$ cat config.mk
export PLATFORM = sky130hd
export DESIGN_NAME = apb_master_arbiter_flat
export DESIGN_NICKNAME = d
export VERILOG_FILES = /design/src/rtl/apb_master_arbiter_if.sv /design/src/rtl/apb_master_arbiter.sv /design/src/flat_wrapper.sv
export SDC_FILE = /design/constraint.sdc
export NUM_CORES = 1
export LEC_CHECK = 0
export ABC_AREA = 0
export BUFFER_PORTS_ARGS = -buffer_cell sky130_fd_sc_hd__clkbuf_2
export CAP_MARGIN = 20
export CORE_MARGIN = 2
export CORE_UTILIZATION = 25
export DETAILED_ROUTE_END_ITERATION = 6
export PLACE_DENSITY = 0.57
export SYNTH_ARGS = -nofsm -noshare
export SYNTH_HDL_FRONTEND = slang
export SYNTH_SLANG_ARGS = --single-unit
$ cat constraint.sdc
create_clock -name PCLK -period 1.75 [get_ports PCLK]
set_input_delay 0.35 -clock PCLK [delete_from_list [all_inputs] [get_ports PCLK]]
set_output_delay 0.35 -clock PCLK [all_outputs]
set_load 0.02 [all_outputs]
$ cat src/rtl/apb_master_arbiter_if.sv
// Bundle between the round-robin APB master and its environment.
// Carries requester commands/responses plus the APB4 bus; master = arbiter view.
interface apb_master_arbiter_if #(
    parameter int NREQ = 2
);
    logic [NREQ-1:0]    req;
    logic [NREQ-1:0]    req_write;
    logic [NREQ*32-1:0] req_addr;
    logic [NREQ*32-1:0] req_wdata;
    logic [NREQ*4-1:0]  req_strb;
    logic [NREQ-1:0]    done;
    logic [31:0]        rsp_rdata;
    logic               rsp_err;
    logic               PSELx;
    logic               PENABLE;
    logic               PWRITE;
    logic [31:0]        PADDR;
    logic [31:0]        PWDATA;
    logic [3:0]         PSTRB;
    logic [31:0]        PRDATA;
    logic               PREADY;
    logic               PSLVERR;

    modport master (
        input  req, req_write, req_addr, req_wdata, req_strb,
        input  PRDATA, PREADY, PSLVERR,
        output done, rsp_rdata, rsp_err,
        output PSELx, PENABLE, PWRITE, PADDR, PWDATA, PSTRB
    );

    modport slave (
        output req, req_write, req_addr, req_wdata, req_strb,
        output PRDATA, PREADY, PSLVERR,
        input  done, rsp_rdata, rsp_err,
        input  PSELx, PENABLE, PWRITE, PADDR, PWDATA, PSTRB
    );
endinterface

$ cat src/rtl/apb_master_arbiter.sv
// Round-robin APB4 master shared by NREQ requesters, with PREADY timeout.
// Ports: PCLK, PRESETn (sync, active-low), bus (apb_master_arbiter_if.master).
module apb_master_arbiter #(
    parameter int NREQ    = 2,
    parameter int TIMEOUT = 16
) (
    input  logic                 PCLK,
    input  logic                 PRESETn,
    apb_master_arbiter_if.master bus
);
    localparam int GW = (NREQ > 1) ? $clog2(NREQ) : 1;
    localparam int CW = (TIMEOUT > 0) ? $clog2(TIMEOUT + 1) : 1;
    localparam logic [CW-1:0] TMAX  = CW'(TIMEOUT);
    localparam logic [CW-1:0] TLAST = CW'((TIMEOUT > 0) ? TIMEOUT - 1 : 0);

    typedef enum logic [1:0] {
        IDLE,
        SETUP,
        ACCESS,
        RESP
    } state_t;

    state_t          state_q;
    logic [GW-1:0]   ptr_q;
    logic [GW-1:0]   gnt_q;
    logic [CW-1:0]   cnt_q;
    logic            psel_q;
    logic            pen_q;
    logic            pwrite_q;
    logic [31:0]     paddr_q;
    logic [31:0]     pwdata_q;
    logic [3:0]      pstrb_q;
    logic [NREQ-1:0] done_q;
    logic [31:0]     rdata_q;
    logic            err_q;

    logic [GW-1:0]   gnt_d;
    logic [GW-1:0]   cand;
    logic            found;

    // First pending requester after the last winner, wrapping at NREQ.
    always_comb begin
        gnt_d = ptr_q;
        cand  = ptr_q;
        found = 1'b0;
        for (int k = 1; k <= NREQ; k++) begin
            cand = GW'((int'(ptr_q) + k) % NREQ);
            if (!found && bus.req[cand]) begin
                gnt_d = cand;
                found = 1'b1;
            end
        end
    end

    always_ff @(posedge PCLK) begin
        if (!PRESETn) begin
            state_q  <= IDLE;
            ptr_q    <= GW'(NREQ - 1);
            gnt_q    <= '0;
            cnt_q    <= '0;
            psel_q   <= 1'b0;
            pen_q    <= 1'b0;
            pwrite_q <= 1'b0;
            paddr_q  <= '0;
            pwdata_q <= '0;
            pstrb_q  <= '0;
            done_q   <= '0;
            rdata_q  <= '0;
            err_q    <= 1'b0;
        end else begin
            done_q <= '0;
            unique case (state_q)
                IDLE: begin
                    if (found) begin
                        gnt_q    <= gnt_d;
                        ptr_q    <= gnt_d;
                        pwrite_q <= bus.req_write[gnt_d];
                        paddr_q  <= bus.req_addr[{gnt_d, 5'b0} +: 32];
                        pwdata_q <= bus.req_wdata[{gnt_d, 5'b0} +: 32];
                        pstrb_q  <= bus.req_write[gnt_d] ?
                                    bus.req_strb[{gnt_d, 2'b0} +: 4] : 4'b0;
                        psel_q   <= 1'b1;
                        state_q  <= SETUP;
                    end
                end
                SETUP: begin
                    pen_q   <= 1'b1;
                    cnt_q   <= '0;
                    state_q <= ACCESS;
                end
                ACCESS: begin
                    if (bus.PREADY) begin
                        rdata_q        <= pwrite_q ? 32'h0 : bus.PRDATA;
                        err_q          <= bus.PSLVERR;
                        psel_q         <= 1'b0;
                        pen_q          <= 1'b0;
                        done_q[gnt_q]  <= 1'b1;
                        state_q        <= RESP;
                    end else begin
                        if (cnt_q != TMAX) begin
                            cnt_q <= cnt_q + 1'b1;
                        end
                        // This cycle is the TIMEOUT-th one with PREADY low.
                        if ((TIMEOUT > 0) && (cnt_q == TLAST)) begin
                            rdata_q       <= '0;
                            err_q         <= 1'b1;
                            psel_q        <= 1'b0;
                            pen_q         <= 1'b0;
                            done_q[gnt_q] <= 1'b1;
                            state_q       <= RESP;
                        end
                    end
                end
                RESP: begin
                    state_q <= IDLE;
                end
                default: begin
                    state_q <= IDLE;
                end
            endcase
        end
    end

    assign bus.PSELx     = psel_q;
    assign bus.PENABLE   = pen_q;
    assign bus.PWRITE    = pwrite_q;
    assign bus.PADDR     = paddr_q;
    assign bus.PWDATA    = pwdata_q;
    assign bus.PSTRB     = pstrb_q;
    assign bus.done      = done_q;
    assign bus.rsp_rdata = rdata_q;
    assign bus.rsp_err   = err_q;
endmodule

$ cat src/flat_wrapper.sv
// flat-port wrapper written by rule: the top's interface ports become plain ports
module apb_master_arbiter_flat 
#(
    parameter int NREQ    = 2,
    parameter int TIMEOUT = 16
)
  (PCLK, PRESETn, bus_req, bus_req_write, bus_req_addr, bus_req_wdata, bus_req_strb, bus_PRDATA, bus_PREADY, bus_PSLVERR, bus_done, bus_rsp_rdata, bus_rsp_err, bus_PSELx, bus_PENABLE, bus_PWRITE, bus_PADDR, bus_PWDATA, bus_PSTRB);
  apb_master_arbiter_if #(.NREQ(NREQ)) bus_i ();
  input  logic PCLK;
  input  logic PRESETn;
  input wire logic [$bits(bus_i.req)-1:0] bus_req;
  input wire logic [$bits(bus_i.req_write)-1:0] bus_req_write;
  input wire logic [$bits(bus_i.req_addr)-1:0] bus_req_addr;
  input wire logic [$bits(bus_i.req_wdata)-1:0] bus_req_wdata;
  input wire logic [$bits(bus_i.req_strb)-1:0] bus_req_strb;
  input wire logic [$bits(bus_i.PRDATA)-1:0] bus_PRDATA;
  input wire logic [$bits(bus_i.PREADY)-1:0] bus_PREADY;
  input wire logic [$bits(bus_i.PSLVERR)-1:0] bus_PSLVERR;
  output wire logic [$bits(bus_i.done)-1:0] bus_done;
  output wire logic [$bits(bus_i.rsp_rdata)-1:0] bus_rsp_rdata;
  output wire logic [$bits(bus_i.rsp_err)-1:0] bus_rsp_err;
  output wire logic [$bits(bus_i.PSELx)-1:0] bus_PSELx;
  output wire logic [$bits(bus_i.PENABLE)-1:0] bus_PENABLE;
  output wire logic [$bits(bus_i.PWRITE)-1:0] bus_PWRITE;
  output wire logic [$bits(bus_i.PADDR)-1:0] bus_PADDR;
  output wire logic [$bits(bus_i.PWDATA)-1:0] bus_PWDATA;
  output wire logic [$bits(bus_i.PSTRB)-1:0] bus_PSTRB;
  assign bus_i.req = bus_req;
  assign bus_i.req_write = bus_req_write;
  assign bus_i.req_addr = bus_req_addr;
  assign bus_i.req_wdata = bus_req_wdata;
  assign bus_i.req_strb = bus_req_strb;
  assign bus_i.PRDATA = bus_PRDATA;
  assign bus_i.PREADY = bus_PREADY;
  assign bus_i.PSLVERR = bus_PSLVERR;
  assign bus_done = bus_i.done;
  assign bus_rsp_rdata = bus_i.rsp_rdata;
  assign bus_rsp_err = bus_i.rsp_err;
  assign bus_PSELx = bus_i.PSELx;
  assign bus_PENABLE = bus_i.PENABLE;
  assign bus_PWRITE = bus_i.PWRITE;
  assign bus_PADDR = bus_i.PADDR;
  assign bus_PWDATA = bus_i.PWDATA;
  assign bus_PSTRB = bus_i.PSTRB;
  apb_master_arbiter #(.NREQ(NREQ), .TIMEOUT(TIMEOUT)) u_core (.PCLK(PCLK), .PRESETn(PRESETn), .bus(bus_i));
endmodule
==> out/metrics.yaml, run 1 <==
result_of_the_run: "finished, final reports clean"
initial_antenna_violation_count: 0
fp.dieArea_mm2: 0.02022
syn_area_per_cell_um2: 9.568
fp_rows: 50
post_route_antenna_net_violation_count: 0
power-per-cell-area_mw_per_mm2: 1611
path_class: "reg -> reg"
route.detailed.vias_per_inst: 4.503
numClockSinks: 115
fin_nets: 961
dpl.hpwl_um: 10100
timing.clock.skew_ns: 0.01323
worstSetupEndpointType: "register"
postSynthNetCount: 681
timing.critical_path.from_type: "register"
finalCriticalPeriod_ns: 1.668
clock_tree.buffer_depth: 2
clk_latency_ns: 0.41
wl_cell_um: 13.95
fmax_mhz: 599.5
cts-buffers-inserted: 17
cts_htree_levels: 4
slew_headroom_pct: 66.99
grt_first_pass_wirelength_um: 21690
final_layout_size_suffix_gt1_share_pct: 43.94
layout_overhead_on_the_synthesized_area_pct: 51.78
yosysWarnings: 0
worst_hold_startpoint: "bus_PRDATA[8]"
sequential_to_total_area_share_from_yosys_stat_pct: 48.22
ys_seq_elements: 115
r2r_slack_ns: 0.08
detail_route.first_pass.iterations: 4
cts_hold_buf: 0
timing.final.setup_violations: 0
initial_utilization_pct: 25.53
cp_data_arrival_time_ns: 1.96
gp_congestion: 0.7803
timing.rr.end: "u_core.bus.PSELx"
totalPowerFinal_w: 0.01167
dpl.cell_count: 989
port_buf_inserts: 281
synthesis.instances: 499
antenna_cells_inserted: 0
fill_cell_count: 1857
critPathMaxFanout: 8
num_io_pins: 282
number_of_global_route_vias_before_repair: 4308
regArea_mm2: 0.002305
tightest_slew_ns: 0.4941
sum_neg_setup_slack_ns: 0
grt_max_degree: 55
drt_first_iter_violations: 222
fin_cells: 1026
place_area_mm2: 0.006501
detail_route.wirelength_um: 14310
clk_pin_slew_worst_paths_ns: 0.06
cap_viol_max_count: 0
cts_root_buf: "clkbuf_16"
worst_r2r_path_depth: 7
detailed_route_drc_error_count: 0
finalInstanceArea_mm2: 0.007247
worst-endpoint-required_ns: 2.04
hold_end: "u_core.bus.rsp_rdata[8]"
multi_input_logic_area_mm2: 0.002282
leakage_nw: 3.424
hold_class: "in -> reg"
post_synth_num_cell_types: 33
hold-path-cell-count: 3
rr_startpoint: "u_core.cnt_q[1]"
netlist_area_mm2: 0.004775
die_x_um: 142.2
maxSlewViolCount: 0
timing.final.hold_violations: 0
chipHeight_um: 142.2
overflow: 0
routed-via-count: 4620
grt_util_all_layers_pct: 13.57
core_region_area_mm2: 0.01871
ir_drop_uv: 636.3
timing.final.crit_share_pct: 95.31
cts_tree: "yes"
[critical path, stage by stage (launching register included)]
cell and delay [ns]:
dfxtp_2 0.35, ha_2 0.19, and3_1 0.17, ha_2 0.22
o21ai_4 0.07, buf_12 0.14, buf_6 0.15, o221a_2 0.28
[cells by family after synthesis]
kind of cell,Yosys count,share of synthesized area (%)
adders and majority gates,6,1.572
AOI/OAI and AO/OA,190,22.38
buffers and inverters,49,5.005
and+or+nand+nor,70,8.360
DFF,115,48.22
muxes,69,14.47
[registers in the layout, summed over array words and instances, names as in the netlist]
name	count
u_core.cnt_q	5
u_core.bus.PSELx	1
u_core.bus.PWDATA	32
u_core.ptr_q	1
u_core.bus.rsp_rdata	32
u_core.bus.PWRITE	1
u_core.bus.PENABLE	1
u_core.bus.done	2
u_core.state_q	2
u_core.bus.PSTRB	4
u_core.bus.PADDR	32
u_core.gnt_q	1
u_core.bus.rsp_err	1
[power breakdown]
| part | internal (W) | switching, W |
|---|---|---|
| clock | 0.00242 | 0.00127 |
| combinational | 0.00171 | 0.00261 |
| sequential | 0.00332 | 0.000346 |
[cell type report]
cell class | instances | share of cell area, %
Multi-Input combinational cell | 335 | 31.49
Inverter | 7 | 0.3626
Clock inverter | 13 | 2.538
Sequential cell | 115 | 31.80
Tap cell | 234 | 4.040
Clock buffer | 19 | 6.112
Timing Repair Buffer | 303 | 23.65
[cell usage in the layout, fill, tap and decap left out, types with 3 or more instances in the layout]
| cell | synthesis | routed |
|---|---|---|
| clkbuf_2 | 0 | 280 |
| dfxtp_1 | 115 | 113 |
| o21ai_0 | 74 | 74 |
| mux2i_1 | 69 | 69 |
| a21oi_1 | 69 | 68 |
| nor2b_1 | 35 | 35 |
| a22oi_1 | 34 | 34 |
| clkbuf_16 | 0 | 19 |
| nand3_1 | 10 | 10 |
| buf_4 | 6 | 10 |
| buf_12 | 1 | 8 |
| inv_1 | 7 | 7 |
| nand2_1 | 7 | 7 |
| nor2_1 | 5 | 4 |
| bufinv_16 | 0 | 4 |
| ha_1 | 6 | 3 |
| ha_2 | 0 | 3 |
| clkinv_2 | 0 | 3 |
| clkinv_4 | 0 | 3 |
| clkinvlp_4 | 0 | 3 |
[synthesized netlist by cell type (all sizes together)]
master | number | share of area [%]
a21boi | 4 | 0.63
a21oi | 69 | 7.2
a22oi | 34 | 5.3
a31o | 1 | 0.18
a32o | 1 | 0.21
and2 | 2 | 0.26
and3 | 1 | 0.13
and4b | 1 | 0.21
buf | 15 | 2.3
clkbuf | 27 | 2.1
dfxtp | 115 | 48
ha | 6 | 1.6
inv | 7 | 0.55
mux2i | 69 | 14
nand2 | 7 | 0.55
nand2b | 2 | 0.26
nand3 | 10 | 1.0
nand4 | 1 | 0.13
nor2 | 5 | 0.39
nor2b | 35 | 4.6
nor3 | 2 | 0.21
nor3b | 2 | 0.31
o21a | 1 | 0.16
o21ai | 77 | 8.1
o221a | 1 | 0.24
o31ai | 2 | 0.31
or2 | 1 | 0.13
or3 | 1 | 0.13
[stage by stage]
| step | worst slack, ns | hold WS (ns) | utilization (%) |
|---|---|---|---|
| floorplan | 0.03095 | 0.4121 | - |
| global placement | 0.1302 | 0.4339 | 34.76 |
| detailed placement | 0.09646 | 0.4378 | 34.76 |
| CTS | 0.07767 | 0.1924 | 38.11 |
| global route | -0.005481 | 0.2104 | 38.74 |
| finish | 0.08200 | 0.2168 | 38.74 |
[routing by layer]
metal  global-route usage, %  vias to the layer above  part of all wire, %
met5                       0                        -                    0
met4                   4.368                        0                  1.0
met3                   5.485                       11                  7.9
met2                   21.97                      179                   47
met1                   16.47                     2057                   44
li1                        -                     2373                    -
[worst max-delay path by stage]
stage | slack (ns) | end | from
4_1_cts | 0.08 | u_core.state_q[1] | u_core.cnt_q[1]
3_3_place_gp | 0.13 | u_core.state_q[1] | u_core.cnt_q[1]
5_1_grt | -0.005 | u_core.bus.PSELx | u_core.cnt_q[0]
2_1_floorplan | 0.03 | u_core.bus.rsp_rdata[0] | u_core.cnt_q[0]
6_report | 0.08 | u_core.bus.PSELx | u_core.cnt_q[1]
3_5_place_dp | 0.1 | u_core.bus.rsp_rdata[11] | u_core.cnt_q[0]
[repair_timing]
item | CTS | global route
setup buffers | 0 | 1
resized for setup | 0 | 9
endpoints found under the setup margin | 0 | 32
Power figures use the tool's default switching activity.
==> run 2, diff against run 1 <==
Settings changed: PLACE_DENSITY 0.57 to 0.55.
Clock period 1.75 ns to 1.76 ns, I/O delays scaled along.
==> run 2 against run 1 <==
Via count rose by 0.63%. Core utilization rose by 0.39 points. Critical path depth did not move. Largest power group unchanged.
==> out/metrics.yaml, run 2 (synthesized netlist as in run 1, its figures left out) <==
final_cell_mix: "clkbuf_2, dfxtp_1, o21ai_0"  # unchanged
num_io_pins: 282  # unchanged
detailed_route_drc_error_count: 0  # unchanged
final_layout_size_suffix_gt1_share_pct: 44.33  # was 43.94%
power-per-cell-area_mw_per_mm2: 1613  # was 1611 mW/mm²
hold_end: "u_core.bus.rsp_rdata[25]"  # was u_core.bus.rsp_rdata[8]
routed-via-count: 4649  # was 4620
cts_root_buf: "clkbuf_16"  # unchanged
final_common_cell: "clkbuf_2"  # unchanged
fp_rows: 50  # unchanged
initial_utilization_pct: 25.53  # unchanged
dpl_worst_slack_ns: -0.05710  # was 0.09646 ns
timing.final.setup_violations: 0  # unchanged
clk_latency_ns: 0.40  # was 0.41 ns
die_x_um: 142.2  # unchanged
worst_hold_startpoint: "bus_PRDATA[25]"  # was bus_PRDATA[8]
port_buf_inserts: 281  # unchanged
slew_headroom_pct: 62.45  # was 66.99%
critical_path.startpoint: "u_core.cnt_q[0]"  # was u_core.cnt_q[1]
worstSetupEndpointType: "register"  # unchanged
met3_wirelength_um: 963  # was 1126 µm
timing.final.crit_share_pct: 92.71  # was 95.31%
hold-path-cell-count: 3  # unchanged
overflow: 0  # unchanged
fmax_mhz: 612.9  # was 599.5 MHz
finalInstanceArea_mm2: 0.007320  # was 0.007247 mm²
result_of_the_run: "finished, final reports clean"  # unchanged
path_class: "reg -> reg"  # unchanged
gp_congestion: 0.7839  # was 0.7803
initial_antenna_violation_count: 0  # unchanged
setup_slack_ns: 0.1283  # was 0.08200 ns
route.detailed.vias_per_inst: 4.483  # was 4.503
wl_met1_um: 6442  # was 6298 µm
unrepaired_setup_endpoints_after_global_routing: "false"
timing.rr.end: "u_core.bus.rsp_rdata[15]"  # was u_core.bus.PSELx
cts_htree_levels: 4  # unchanged
tightest_slew_ns: 0.5633  # was 0.4941 ns
fin_cells: 1037  # was 1026
cp_data_arrival_time_ns: 1.97  # was 1.96 ns
cap_viol_max_count: 0  # unchanged
detail_route.first_pass.iterations: 4  # unchanged
rr_startpoint: "u_core.cnt_q[0]"  # was u_core.cnt_q[1]
r2r_slack_ns: 0.13  # was 0.08 ns
timing.final.hold_violations: 0  # unchanged
hold_class: "in -> reg"  # unchanged
grt_max_degree: 44  # was 55
fin_nets: 973  # was 961
number_of_global_route_vias_before_repair: 4397  # was 4308
worst-endpoint-required_ns: 2.10  # was 2.04 ns
route.top_layer_used: "met4"  # unchanged
dpl.hpwl_um: 10650  # was 10100 µm
cts_tree: "yes"  # unchanged
grt_util_all_layers_pct: 13.98  # was 13.57%
clock_tree.buffer_depth: 2  # unchanged
antenna_cells_inserted: 0  # unchanged
maxSlewViolCount: 0  # unchanged
place_area_mm2: 0.006599  # was 0.006501 mm²
leakage_nw: 3.487  # was 3.424 nW
grt_first_pass_wirelength_um: 22000  # was 21690 µm
worst_r2r_path_depth: 7  # unchanged
dpl.cell_count: 1002  # was 989
chipHeight_um: 142.2  # unchanged
clk_pin_slew_worst_paths_ns: 0.06  # about the same
numClockSinks: 115  # unchanged
sum_neg_setup_slack_ns: 0  # unchanged
cts-buffers-inserted: 17  # unchanged
timing.critical_path.from_type: "register"  # unchanged
fp.dieArea_mm2: 0.02022  # unchanged
core_region_area_mm2: 0.01871  # unchanged
met2_length_um: 6750  # was 6741 µm
wl_cell_um: 13.88  # was 13.95 µm
post_route_antenna_net_violation_count: 0  # unchanged
critPathMaxFanout: 17  # was 8
timing.clock.skew_ns: 0.008892  # was 0.01323 ns
ir_drop_uv: 604.9  # was 636.3 µV
finalCriticalPeriod_ns: 1.632  # was 1.668 ns
drt_first_iter_violations: 197  # was 222
layout_overhead_on_the_synthesized_area_pct: 53.30  # was 51.78%
detail_route.wirelength_um: 14400  # was 14310 µm
[run 2: final cells by class]
| class | instances | area, µm² |
|---|---|---|
| Clock inverter | 9 | 150.1 |
| Multi-Input combinational cell | 335 | 2275 |
| Inverter | 7 | 26.28 |
| Clock buffer | 22 | 494.2 |
| Tap cell | 234 | 292.8 |
| Timing Repair Buffer | 315 | 1779 |
| Fill cell | 1864 | 11390 |
| Sequential cell | 115 | 2302 |
[run 2: worst max path at each step]
stage | endpoint | slack (ns) | depth (start not counted)
final | u_core.bus.rsp_rdata[15] | 0.13 | 7
after global routing | u_core.bus.rsp_rdata[13] | 0.02 | 7
after CTS | u_core.bus.PADDR[11] | 0.005 | 4
after detailed placement | u_core.bus.PADDR[11] | -0.06 | 5
after global placement | u_core.bus.PADDR[11] | 0.01 | 5
after floorplan | u_core.bus.rsp_rdata[0] | 0.04 | 7
[run 2: timing repair]
item,CTS,global route
hold buffers,0,0
buffers inserted,0,3
resized for setup,0,5
endpoints found under the setup margin,0,28
[run 2: worst max-delay path, stage by stage, from the launching register on]
cell and delay, ns:
dfxtp_1 0.33, ha_1 0.22, and3_1 0.19, ha_2 0.21, o21ai_4 0.22, clkbuf_16 0.22, a22oi_1 0.07, nor2b_1 0.10
[run 2: through the flow]
| step | hold slack (ns) | total power, W | util [%] |
|---|---|---|---|
| after floorplan | 0.4121 | 0.006393 | - |
| after global placement | 0.4387 | 0.008044 | 35.28 |
| after detailed placement | 0.4440 | 0.008063 | 35.28 |
| after CTS | 0.1968 | 0.01187 | 38.72 |
| after global routing | 0.2100 | 0.01256 | 39.13 |
| final | 0.2214 | 0.01181 | 39.13 |
[run 2: layer usage]
layer  track usage, %  vias up
met2            22.45      169
met5                0        -
met3            4.643       14
met1            17.37     2070
met4            5.368        0
li1                 -     2396
[run 2: power breakdown]
group	leakage (nW)	internal, W	total [W]	switching, W
logic	2.23	0.00181	0.00442	0.00261
registers	0.946	0.00330	0.00364	0.000345
clock network	0.314	0.00254	0.00374	0.00120
total	3.49	0.00765	0.0118	0.00416
==> run 3, diff against run 2 <==
Settings changed: SETUP_SLACK_MARGIN set to 0.2.
==> run 3 against run 2 <==
Register-to-register slack better by 0.06 ns. Core utilization is 0.49 points higher. Sequential cell count stayed put. Routed wire length is 8.9% higher. Total power is 0.84% higher. Combinational power is 7.0% higher. Final area is 1.2% higher. Clock skew is 0.0025 ns lower. Critical endpoint is now u_core.bus.rsp_rdata[5]. Sequential share of layout area is 0.32 points lower. Setup slack better by 0.064 ns. Die area stayed put.
==> out/metrics.yaml, run 3 (synthesized netlist as in run 1, its figures left out) <==
result_of_the_run: "finished, final reports clean"  # unchanged
timing.final.crit_share_pct: 89.05  # was 92.71%
place_area_mm2: 0.006589  # was 0.006599 mm²
fp.dieArea_mm2: 0.02022  # unchanged
cts_tree: "yes"  # unchanged
core_region_area_mm2: 0.01871  # unchanged
route.detailed.vias_per_inst: 4.564  # was 4.483
cts_htree_levels: 4  # unchanged
cts_hold_buf: 0  # unchanged
power-per-cell-area_mw_per_mm2: 1606  # was 1613 mW/mm²
fin_nets: 980  # was 973
final_common_cell: "clkbuf_2"  # unchanged
critPathMaxFanout: 8  # was 17
dpl_worst_slack_ns: 0.1374  # was -0.05710 ns
timing.critical_path.from_type: "register"  # unchanged
grt_max_degree: 36  # was 44
layout_overhead_on_the_synthesized_area_pct: 55.21  # was 53.30%
fmax_mhz: 638.0  # was 612.9 MHz
final_layout_size_suffix_gt1_share_pct: 46.17  # was 44.33%
grt_util_all_layers_pct: 14.70  # was 13.98%
detail_route.wirelength_um: 15670  # was 14400 µm
cts-buffers-inserted: 17  # unchanged
cap_viol_max_count: 0  # unchanged
detail_route.first_pass.iterations: 5  # was 4
timing.final.setup_violations: 0  # unchanged
num_io_pins: 282  # unchanged
tightest_slew_ns: 0.5194  # was 0.5633 ns
r2r_slack_ns: 0.19  # was 0.13 ns
routed-via-count: 4765  # was 4649
die_x_um: 142.2  # unchanged
leakage_nw: 3.497  # was 3.487 nW
grt_first_pass_wirelength_um: 22870  # was 22000 µm
worst-endpoint-required_ns: 2.11  # was 2.10 ns
finalCriticalPeriod_ns: 1.567  # was 1.632 ns
finalInstanceArea_mm2: 0.007411  # was 0.007320 mm²
setup_slack_ns: 0.1927  # was 0.1283 ns
wl_cell_um: 15.01  # was 13.88 µm
sum_neg_setup_slack_ns: 0  # unchanged
number_of_global_route_vias_before_repair: 4511  # was 4397
maxSlewViolCount: 0  # unchanged
fp_rows: 50  # unchanged
ir_drop_uv: 627.5  # was 604.9 µV
cts_root_buf: "clkbuf_16"  # unchanged
worstSetupEndpointType: "register"  # unchanged
chipHeight_um: 142.2  # unchanged
unrepaired_setup_endpoints_after_global_routing: "true"  # was false
hold_class: "in -> reg"  # unchanged
post_route_antenna_net_violation_count: 0  # unchanged
dpl.hpwl_um: 10840  # was 10650 µm
timing.clock.skew_ns: 0.006386  # was 0.008892 ns
clk_pin_slew_worst_paths_ns: 0.06  # about the same
clk_latency_ns: 0.42  # was 0.40 ns
slew_headroom_pct: 65.38  # was 62.45%
numClockSinks: 115  # unchanged
port_buf_inserts: 281  # unchanged
final_cell_mix: "clkbuf_2, dfxtp_1, o21ai_0"  # unchanged
initial_utilization_pct: 25.53  # unchanged
path_class: "reg -> reg"  # unchanged
detailed_route_drc_error_count: 0  # unchanged
antenna_cells_inserted: 0  # unchanged
cp_data_arrival_time_ns: 1.91  # was 1.97 ns
overflow: 0  # unchanged
totalPowerFinal_w: 0.01190  # was 0.01181 W
timing.final.hold_violations: 0  # unchanged
initial_antenna_violation_count: 0  # unchanged
gp_congestion: 0.7461  # was 0.7839
clock_tree.buffer_depth: 2  # unchanged
drt_first_iter_violations: 182  # was 197
finish.utilization_pct: 39.62  # was 39.13%
-- run 3: per-stage QoR --
| stage | std cells | hold WS [ns] |
|---|---|---|
| 5_1_grt | 1044 | 0.2090 |
| 4_1_cts | 1036 | 0.1880 |
| 3_3_place_gp | 1003 | 0.4410 |
| 3_5_place_dp | 1003 | 0.4459 |
| 6_report | 1044 | 0.2062 |
| 2_1_floorplan | 499 | 0.4121 |
-- run 3: repair_timing --
action                                  CTS  global route
gates resized for setup                   9            17
hold endpoints to repair                  0             0
buffers inserted                          1             3
cloned                                    1             5
endpoints found under the setup margin   91            77
-- run 3: worst paths after layout --
check / end / startpoint / cells past startpoint
setup / recovery: u_core.bus.rsp_rdata[5] / u_core.cnt_q[1] / 7
hold / removal: u_core.bus.rsp_rdata[10] / bus_PRDATA[10] / 3
setup reg to reg: u_core.bus.rsp_rdata[5] / u_core.cnt_q[1] / 7
hold reg to reg: u_core.bus.rsp_err / u_core.bus.rsp_err / 2
-- run 3: worst max-delay path, cell delays in order, from the launching register on --
cell and delay (ns):
dfxtp_2 0.34, ha_4 0.16, and3_4 0.18, ha_4 0.17
o21ai_4 0.25, clkbuf_16 0.22, a22oi_1 0.06, nor2b_1 0.11
-- run 3: routing by layer --
metal / wire length, µm / vias to the layer above / GRT usage (%) / part of all wire [%]
met1: 6712 / 2155 / 17.76 / 43
met4: 412 / 0 / 8.158 / 2.6
met2: 7699 / 178 / 23.85 / 49
met3: 849 / 25 / 3.769 / 5.4
li1: - / 2407 / - / -
met5: 0 / - / 0 / 0
-- run 3: power by group --
part	internal, W	switching [W]	leakage (nW)
sequential	0.00330	0.000371	0.947
clock	0.00228	0.00122	0.285
combinational	0.00195	0.00278	2.27
-- run 3: layout make-up --
cell class / count / area, µm²
flip-flops and latches: 115 / 2307
multi-input cells: 337 / 2367
fillers: 1854 / 11290
inverters: 7 / 26.28
clock buffers: 21 / 460.4
repair buffers: 320 / 1824
well taps: 234 / 292.8
clock inverters: 10 / 132.6
